## config.mk

```make
export PLATFORM = sky130hd
export DESIGN_NAME = hooked_item_ctrl_flat
export DESIGN_NICKNAME = d
export VERILOG_FILES = /design/src/rtl/hooked_item_ctrl_pkg.sv /design/src/rtl/hooked_item_ctrl_if.sv /design/src/rtl/hooked_item_ctrl_frame_countdown.sv /design/src/rtl/hooked_item_ctrl.sv /design/src/flat_wrapper.sv
export SDC_FILE = /design/constraint.sdc
export NUM_CORES = 1
export LEC_CHECK = 0
export BUFFER_PORTS_ARGS = -buffer_cell sky130_fd_sc_hd__clkbuf_2
export CAP_MARGIN = 20
export CORE_UTILIZATION = 53
export CTS_BUF_LIST = sky130_fd_sc_hd__clkbuf_8
export DETAILED_ROUTE_END_ITERATION = 16
export GPL_TIMING_DRIVEN = 0
export PLACE_DENSITY = 0.79
export SYNTH_ARGS = -nofsm -noshare
export SYNTH_HDL_FRONTEND = slang
export SYNTH_HIERARCHICAL = 1
export SYNTH_SLANG_ARGS = --single-unit
```

## constraint.sdc

```tcl
create_clock -name clk -period 1.9 [get_ports clk]
set_input_delay 0.095 -clock clk [delete_from_list [all_inputs] [get_ports clk]]
set_output_delay 0.095 -clock clk [all_outputs]
set_load 0.05 [all_outputs]
```

## src/rtl/hooked_item_ctrl_pkg.sv

```systemverilog
// rtl/hooked_item_ctrl_pkg.sv - shared types for the hooked item controller
// Contents:
//   item_state_t  IDLE / ATTACHED / COLLECTED / HIDDEN
//   coord_t       11-bit signed playfield coordinate
//   offset_t      12-bit signed item-to-cable offset
package item_pkg;

    typedef enum logic [1:0] {
        IDLE      = 2'd0,
        ATTACHED  = 2'd1,
        COLLECTED = 2'd2,
        HIDDEN    = 2'd3
    } item_state_t;

    typedef logic signed [10:0] coord_t;
    typedef logic signed [11:0] offset_t;

endpackage

```

## src/rtl/hooked_item_ctrl_if.sv

```systemverilog
// rtl/hooked_item_ctrl_if.sv - cable/item signal bundle
// Signals:
//   startOfFrame, cable_collision, cable_home, cableTopLeftX/Y   cable side -> item
//   topLeftX/Y, item_visible, item_attached, pull_weight,
//   collected_pulse, score_value                                item -> draw/score path
// Modports: master (cable/environment side), slave (item controller)
interface hooked_item_ctrl_if;
    import item_pkg::*;

    logic        startOfFrame;
    logic        cable_collision;
    logic        cable_home;
    coord_t      cableTopLeftX;
    coord_t      cableTopLeftY;
    coord_t      topLeftX;
    coord_t      topLeftY;
    logic        item_visible;
    logic        item_attached;
    logic [2:0]  pull_weight;
    logic        collected_pulse;
    logic [7:0]  score_value;

    modport master (
        output startOfFrame, cable_collision, cable_home, cableTopLeftX, cableTopLeftY,
        input  topLeftX, topLeftY, item_visible, item_attached, pull_weight,
               collected_pulse, score_value
    );

    modport slave (
        input  startOfFrame, cable_collision, cable_home, cableTopLeftX, cableTopLeftY,
        output topLeftX, topLeftY, item_visible, item_attached, pull_weight,
               collected_pulse, score_value
    );

endinterface

```

## src/rtl/hooked_item_ctrl_frame_countdown.sv

```systemverilog
// rtl/hooked_item_ctrl_frame_countdown.sv - counts enabled frame pulses up to FRAMES
// Ports:
//   clk, resetN    clock, asynchronous active-low reset
//   load           clear the count
//   startOfFrame   count enable (one pulse per frame)
//   done           high in the cycle of the FRAMES-th enabled pulse; count wraps to 0
// FRAMES must be at least 1.
module frame_countdown #(
    parameter int unsigned FRAMES = 90
) (
    input  logic clk,
    input  logic resetN,
    input  logic load,
    input  logic startOfFrame,
    output logic done
);

    localparam logic [15:0] LAST = FRAMES[15:0] - 16'd1;

    logic [15:0] count;

    assign done = startOfFrame && !load && (count == LAST);

    always_ff @(posedge clk or negedge resetN) begin
        if (!resetN) begin
            count <= 16'd0;
        end else if (load || done) begin
            count <= 16'd0;
        end else if (startOfFrame) begin
            count <= count + 16'd1;
        end
    end

endmodule

```

## src/rtl/hooked_item_ctrl.sv

```systemverilog
// rtl/hooked_item_ctrl.sv - collectible item that rides the cable tip home
// Ports:
//   clk, resetN   clock, asynchronous active-low reset
//   bus (slave)   cable inputs in; position, visibility, weight and score pulse out
// Build option: ITEM_RESPAWN_EN - hidden item reappears at its spawn point after
//   RESPAWN_FRAMES frames; without it, a collected item stays hidden until reset.
module hooked_item_ctrl
    import item_pkg::*;
#(
    parameter int          INIT_X         = 200,
    parameter int          INIT_Y         = 300,
    parameter int          ITEM_VALUE     = 50,
    parameter int          ITEM_WEIGHT    = 2,
    parameter int unsigned RESPAWN_FRAMES = 90
) (
    input logic              clk,
    input logic              resetN,
    hooked_item_ctrl_if.slave bus
);

    item_state_t state, state_next;
    coord_t      top_left_x, top_left_y;
    offset_t     off_x, off_y;
    offset_t     ride_x, ride_y;
    logic        visible_q, attached_q, pulse_q;
    logic [2:0]  weight_q;
    logic [7:0]  score_q;

`ifdef ITEM_RESPAWN_EN
    logic respawn_done;

    frame_countdown #(.FRAMES(RESPAWN_FRAMES)) u_respawn (
        .clk          (clk),
        .resetN       (resetN),
        .load         (state == COLLECTED),
        .startOfFrame (bus.startOfFrame && (state == HIDDEN)),
        .done         (respawn_done)
    );
`else
    localparam int unsigned unused_respawn_frames = RESPAWN_FRAMES;
`endif

    // Offsets are kept at 12 bits so any on-screen pair is representable;
    // the sum wraps back to 11 bits on purpose.
    assign ride_x = offset_t'(bus.cableTopLeftX) + off_x;
    assign ride_y = offset_t'(bus.cableTopLeftY) + off_y;

    always_comb begin
        state_next = state;
        case (state)
            IDLE:      if (bus.cable_collision) state_next = ATTACHED;
            ATTACHED:  if (bus.cable_home)      state_next = COLLECTED;
            COLLECTED: state_next = HIDDEN;
            HIDDEN: begin
`ifdef ITEM_RESPAWN_EN
                if (respawn_done) state_next = IDLE;
`endif
            end
            default:   state_next = IDLE;
        endcase
    end

    always_ff @(posedge clk or negedge resetN) begin
        if (!resetN) begin
            state      <= IDLE;
            top_left_x <= coord_t'(INIT_X);
            top_left_y <= coord_t'(INIT_Y);
            off_x      <= '0;
            off_y      <= '0;
            visible_q  <= 1'b1;
            attached_q <= 1'b0;
            weight_q   <= 3'd0;
            pulse_q    <= 1'b0;
            score_q    <= 8'd0;
        end else begin
            state <= state_next;

            // Status outputs follow the state being entered so they line up with it.
            visible_q  <= (state_next == IDLE) || (state_next == ATTACHED);
            attached_q <= (state_next == ATTACHED);
            weight_q   <= (state_next == ATTACHED) ? 3'(ITEM_WEIGHT) : 3'd0;
            pulse_q    <= (state_next == COLLECTED);
            score_q    <= (state_next == COLLECTED) ? 8'(ITEM_VALUE) : 8'd0;

            case (state)
                IDLE: begin
                    if (bus.cable_collision) begin
                        off_x <= offset_t'(top_left_x) - offset_t'(bus.cableTopLeftX);
                        off_y <= offset_t'(top_left_y) - offset_t'(bus.cableTopLeftY);
                    end
                end
                ATTACHED: begin
                    // Going home takes priority over a frame move in the same clock.
                    if (bus.startOfFrame && !bus.cable_home) begin
                        top_left_x <= coord_t'(ride_x);
                        top_left_y <= coord_t'(ride_y);
                    end
                end
                HIDDEN: begin
`ifdef ITEM_RESPAWN_EN
                    if (respawn_done) begin
                        top_left_x <= coord_t'(INIT_X);
                        top_left_y <= coord_t'(INIT_Y);
                    end
`endif
                end
                default: ;
            endcase
        end
    end

    assign bus.topLeftX        = top_left_x;
    assign bus.topLeftY        = top_left_y;
    assign bus.item_visible    = visible_q;
    assign bus.item_attached   = attached_q;
    assign bus.pull_weight     = weight_q;
    assign bus.collected_pulse = pulse_q;
    assign bus.score_value     = score_q;

endmodule

```

## src/flat_wrapper.sv

```systemverilog
// flat-port wrapper written by rule: the top's interface ports become plain ports
module hooked_item_ctrl_flat import item_pkg::*;
#(
    parameter int          INIT_X         = 200,
    parameter int          INIT_Y         = 300,
    parameter int          ITEM_VALUE     = 50,
    parameter int          ITEM_WEIGHT    = 2,
    parameter int unsigned RESPAWN_FRAMES = 90
)
  (clk, resetN, bus_startOfFrame, bus_cable_collision, bus_cable_home, bus_cableTopLeftX, bus_cableTopLeftY, bus_topLeftX, bus_topLeftY, bus_item_visible, bus_item_attached, bus_pull_weight, bus_collected_pulse, bus_score_value);
  hooked_item_ctrl_if bus_i ();
  input logic clk;
  input logic resetN;
  input wire logic [$bits(bus_i.startOfFrame)-1:0] bus_startOfFrame;
  input wire logic [$bits(bus_i.cable_collision)-1:0] bus_cable_collision;
  input wire logic [$bits(bus_i.cable_home)-1:0] bus_cable_home;
  input wire logic [$bits(bus_i.cableTopLeftX)-1:0] bus_cableTopLeftX;
  input wire logic [$bits(bus_i.cableTopLeftY)-1:0] bus_cableTopLeftY;
  output wire logic [$bits(bus_i.topLeftX)-1:0] bus_topLeftX;
  output wire logic [$bits(bus_i.topLeftY)-1:0] bus_topLeftY;
  output wire logic [$bits(bus_i.item_visible)-1:0] bus_item_visible;
  output wire logic [$bits(bus_i.item_attached)-1:0] bus_item_attached;
  output wire logic [$bits(bus_i.pull_weight)-1:0] bus_pull_weight;
  output wire logic [$bits(bus_i.collected_pulse)-1:0] bus_collected_pulse;
  output wire logic [$bits(bus_i.score_value)-1:0] bus_score_value;
  assign bus_i.startOfFrame = bus_startOfFrame;
  assign bus_i.cable_collision = bus_cable_collision;
  assign bus_i.cable_home = bus_cable_home;
  assign bus_i.cableTopLeftX = bus_cableTopLeftX;
  assign bus_i.cableTopLeftY = bus_cableTopLeftY;
  assign bus_topLeftX = bus_i.topLeftX;
  assign bus_topLeftY = bus_i.topLeftY;
  assign bus_item_visible = bus_i.item_visible;
  assign bus_item_attached = bus_i.item_attached;
  assign bus_pull_weight = bus_i.pull_weight;
  assign bus_collected_pulse = bus_i.collected_pulse;
  assign bus_score_value = bus_i.score_value;
  hooked_item_ctrl #(.INIT_X(INIT_X), .INIT_Y(INIT_Y), .ITEM_VALUE(ITEM_VALUE), .ITEM_WEIGHT(ITEM_WEIGHT), .RESPAWN_FRAMES(RESPAWN_FRAMES)) u_core (.clk(clk), .resetN(resetN), .bus(bus_i));
endmodule
```

# After elaboration in Yosys (flattened, before gate mapping)
# Cells that the tools add are included.
# classes
reduce_logical,7
n_addsub,4
mux,5
n_eq_ne,4
# ops
cell,count
adder 11 bit,2
subtractor 11 bit,2
two-way mux 2 bit,3
two-way mux 6 bit,1
one-hot mux 2 bit (3 select lines),1
equality test 2 x 1 -> 1 bit (second input constant),2
equality test 2 bit (second input constant),2
zero test 2 bit,2
AND reduction 2 bit,2
logical AND 1 bit,1
zero test 1 bit,1
logical OR 1 bit,1
# word_totals
reg_bits,60
word_cells,30

# Depth between registers and ports, before layout
# logic_depth
depth_word,4
depth_mapped,10

# Least setup slack after synthesis
# Ideal clock, no wire load.
# synth_timing
kind,reg2reg
startpoint,reg u_core.top_left_y[0] (netlist: u_core/bus.topLeftY[0])
endpoint,reg u_core.off_y[8]
setup_slack_ns,-0.471
synth_period_minus_slack_ns,2.371
setup_ns,0.133
required_ns,1.767
path_stages_with_launch,11
arrival_time_ns,2.237
path_cell_list,dfrtp_1 -> inv_1 -> ha_1 -> inv_1 -> fa_1 -> a211oi_1 -> o21bai_2 -> a21oi_2 -> o2bb2ai_2 -> xor2_1 -> o21ai_0
# synth_between
elab_chain_cells,1
# synth_rtl
element,line,rtl
from (decl),hooked_item_ctrl.sv:22,"coord_t top_left_x, top_left_y;"
from (signal assigned),hooked_item_ctrl.sv:67,top_left_y <= coord_t'(INIT_Y);
from (signal assigned),hooked_item_ctrl.sv:96,top_left_y <= coord_t'(ride_y);
subtractor 11 bit,hooked_item_ctrl.sv:89,off_y <= offset_t'(top_left_y) - offset_t'(bus.cableTopLeftY);
to (signal assigned),hooked_item_ctrl.sv:89,
to (decl),hooked_item_ctrl.sv:23,"offset_t off_x, off_y;"
# No other way between the ends.
# A chain may end at the register's enable or synchronous reset.

# Worst setup path in the final report
# Ends and elaborated chain as after synthesis.

==> out/metrics.yaml <==
place_congestion: 0.8695
yosysUniqueCellTypes: 45
synthXorXnorAreaFrac_pct: 7.157
clk_path_buf_depth: 2
status: "finished, violations left"
ys_ff_latch: 49
antenna_found_initial: 0
synthArstFlopShare_pct: 100.0
netlist_instances: 424
ir_drop_uv: 602.2
max_stage_delay_ns: 0.42
diodes: 0
areaGrowthSynthToFinish_pct: 28.36
critPathLaunch: "u_core/bus.topLeftY[0]"
yosys_warnings: 6
cts_max_level: 2
drc: 0
fin_crit_sh_pct: 114.2
worst_clock_skew_ns: 0.005381
muxShareOfSynthArea_pct: 0
io_pins: 63
crit_fanout: 3
synth.avg_cell_area_sq_um: 8.658
wl_per_cell_um: 16.62
start_util_pct: 56.21
wirelength_um: 9874
drv_slew: 0
p_comb_share_pct: 56.0
grt_pass1_vias: 3366
synth.cell_area_sq_mm: 0.003671
clock_power_share_pct: 15.3
rsz0062_at_grt: "yes"
cap_viol_max_count: 0
io_buffer_count: 55
postLayoutSetupSlackWorst_ns: -0.2691
crit_type: "register to register"
power.density_mw_per_mm2: 1120
viasPerCell: 5.921
worstPathRequired_ns: 2.07
p_seq_share_pct: 28.6
holdWs_ns: 0.06862
die_y_um: 85.23
synth-edff-count: 0
hp-class: "primary input to register"
place_inst: 563
place_hpwl_um: 6788
yosys.area_share.simple_pct: 13.97
seq_area_frac_synth_pct: 33.67
first_pass_iters: 5
overflow: 0
layout-drive-gt1-share_pct: 32.88
path_buf_inv: 2
power_leakage_nw: 2.286
core_area_sq_mm: 0.006531
fin_crit_ns: 2.169
die_area_sq_mm: 0.007263
crit_slowest_cell: "dfrtp_2"
path_cells: "inv_2 -> ha_4 -> inv_2 -> fa_2 -> a211oi_2 -> o21bai_2 -> a21oi_2 -> o2bb2ai_4 -> xor2_1 -> o21ai_1"
slew_headroom_pct: 58.02
grt_usage_pct: 27.21
cts_made_buffers: 5
cts_tree: "built"
setup_viol: 12
synth_ff_type: "dfrtp_1"
p_int_mw: 2.924
synth_top_family_by_area: "compound AO/OA/AOI/OAI gates"
drt_iter0_drc: 278
synth_compound_area_share_pct: 21.81
antenna_left: 0
crit_arrival_ns: 2.34
die_w_um: 85.23
worst_pin_slew_ns: 0.6297
finalHoldViolations: 0
path_delay_family: "compound AO/OA/AOI/OAI gates"
total_power_mw: 5.280
synth_fa_ha_area_share_pct: 15.81
num_vias: 3517
violations: "setup timing"
crit_top_cell: "inv_2"
instances_no_fill: 594
utilization_pct: 72.15
preCtsSetupSlack_ns: -0.2428
nets: 587
critPathLaunchType: "register"
hp-start: "bus_cable_home"
numClockSinks: 49
p_switching_mw: 2.355
fmax_mhz: 461.0
rows: 29
grt_start_max_net_pins: 27
grt_pass1_wl_um: 15570
switching_share_pct: 44.61
clk_pin_slew_ns: 0.10
timing.rr.start: "u_core/bus.topLeftY[0]"
clk_latency_ns: 0.30
cts_root_buf: "clkbuf_8"
nFillCells: 473
endpoint_kind: "register"
-- cell families (layout without fill, tap and decap cells) --
group / after synthesis / in the layout
simple gates: 109 / 109
other cells: 1 / 7
xor+xnor: 30 / 30
buf+inv: 62 / 149
fa+ha+maj: 44 / 44
compound gates: 129 / 129
flops: 49 / 49
-- tightest hold or removal path: stages --
cell and delay (ns):
clkbuf_2 0.10, nand2_1 0.09, nor2_1 0.05
-- per-layer routing --
| layer | wire (um) | GRT usage [%] | up-vias |
|---|---|---|---|
| li1 | - | - | 1658 |
| met1 | 4154 | 33.71 | 1684 |
| met2 | 4904 | 46.19 | 149 |
| met3 | 567 | 5.156 | 26 |
| met4 | 248 | 12.17 | 0 |
| met5 | 0 | 0 | - |
-- state kept, by name, indices dropped and copies added (netlist names) --
name,cells
u_core/bus.topLeftX,11
u_core/bus.topLeftY,11
u_core/off_x,11
u_core/off_y,11
u_core/state,2
u_core/bus.item_visible,1
u_core/bus.pull_weight,1
u_core/bus.score_value,1
-- Yosys cell counts (6+ instances only) --
master	number	area [sq um]
nand3_1	12	60.06
inv_1	38	142.6
a21oi_1	24	120.1
nor2_1	7	26.28
o21ai_0	52	260.3
ha_1	40	500.5
buf_4	11	82.58
dfrtp_1	41	1026
nand2_1	57	214.0
nor3_1	6	30.03
clkbuf_1	13	48.80
dfstp_2	8	210.2
nor2b_1	7	43.79
a21o_1	9	67.56
xor2_1	12	105.1
xnor2_1	18	157.7
-- cells in the final DEF, fill, tap and decap left out, types with 5 or more instances in the layout --
cell type and instances:
nand3_1 11, o21a_1 5, dfrtp_2 7, inv_2 5
o21ai_0 42, clkbuf_2 60, dfrtp_1 34, a21o_1 9
ha_1 30, conb_1 7, xor2_1 12, nand4_1 5
clkbuf_1 7, a21oi_1 16, nor3_1 6, xnor2_1 18
nand2_1 56, clkbuf_8 6, inv_1 33, dfstp_2 8
ha_4 9, buf_4 33, nor2_1 6, o21ai_1 9
a21oi_2 8
-- path summary, 6_finish.rpt --
path | to | slack (ns) | cells past startpoint
worst min-delay path | u_core/bus.score_value[4] | 0.07 | 3
worst min register to register | u_core/off_x[6] | 0.50 | 2
min in group asynchronous | u_core/bus.topLeftX[10] | 0.33 | 2
worst max-delay path | u_core/off_y[8] | -0.27 | 10
max in group asynchronous | u_core/bus.topLeftY[2] | 0.93 | 3
worst max register to register | u_core/off_y[8] | -0.27 | 10
-- final cells by class --
cell class                      instances  area (sq um)  share of cell area (%)
Multi-Input combinational cell        319          2492                   52.89
Sequential cell                        49          1245                   26.42
Timing Repair Buffer                   80         481.7                   10.22
Inverter                               38         142.6                   3.027
Buffer                                 23         133.9                   2.841
Tap cell                               77         96.34                   2.045
Clock buffer                            6         82.58                   1.753
Clock inverter                          2         37.54                  0.7966
-- timing repair --
| action | CTS | global route |
|---|---|---|
| endpoints found under the hold margin | 18 | 0 |
| setup endpoints to repair | 14 | 32 |
| setup buffers | 12 | 12 |
| hold buffers | 1 | 0 |
| pin swaps | 22 | 29 |
| gates resized for setup | 26 | 37 |
-- power by group through the flow --
stage               sequential (mW)  combinational, mW  clock [mW]
global route                   1.54               3.22       0.855
CTS                            1.51               2.67       0.821
detailed placement             1.52               2.46           0
finish                         1.51               2.96       0.810
global placement               1.51               2.38           0
floorplan                      1.91               1.54           0
-- through the flow --
step                area [sq um]  TNS [ns]
global route                4712    -2.380
detailed placement          4159    -1.516
floorplan                   3767   -0.4790
CTS                         4494    -1.086
finish                      4712    -1.118
global placement            4139    -1.029
(Power assumes the default switching activity.)
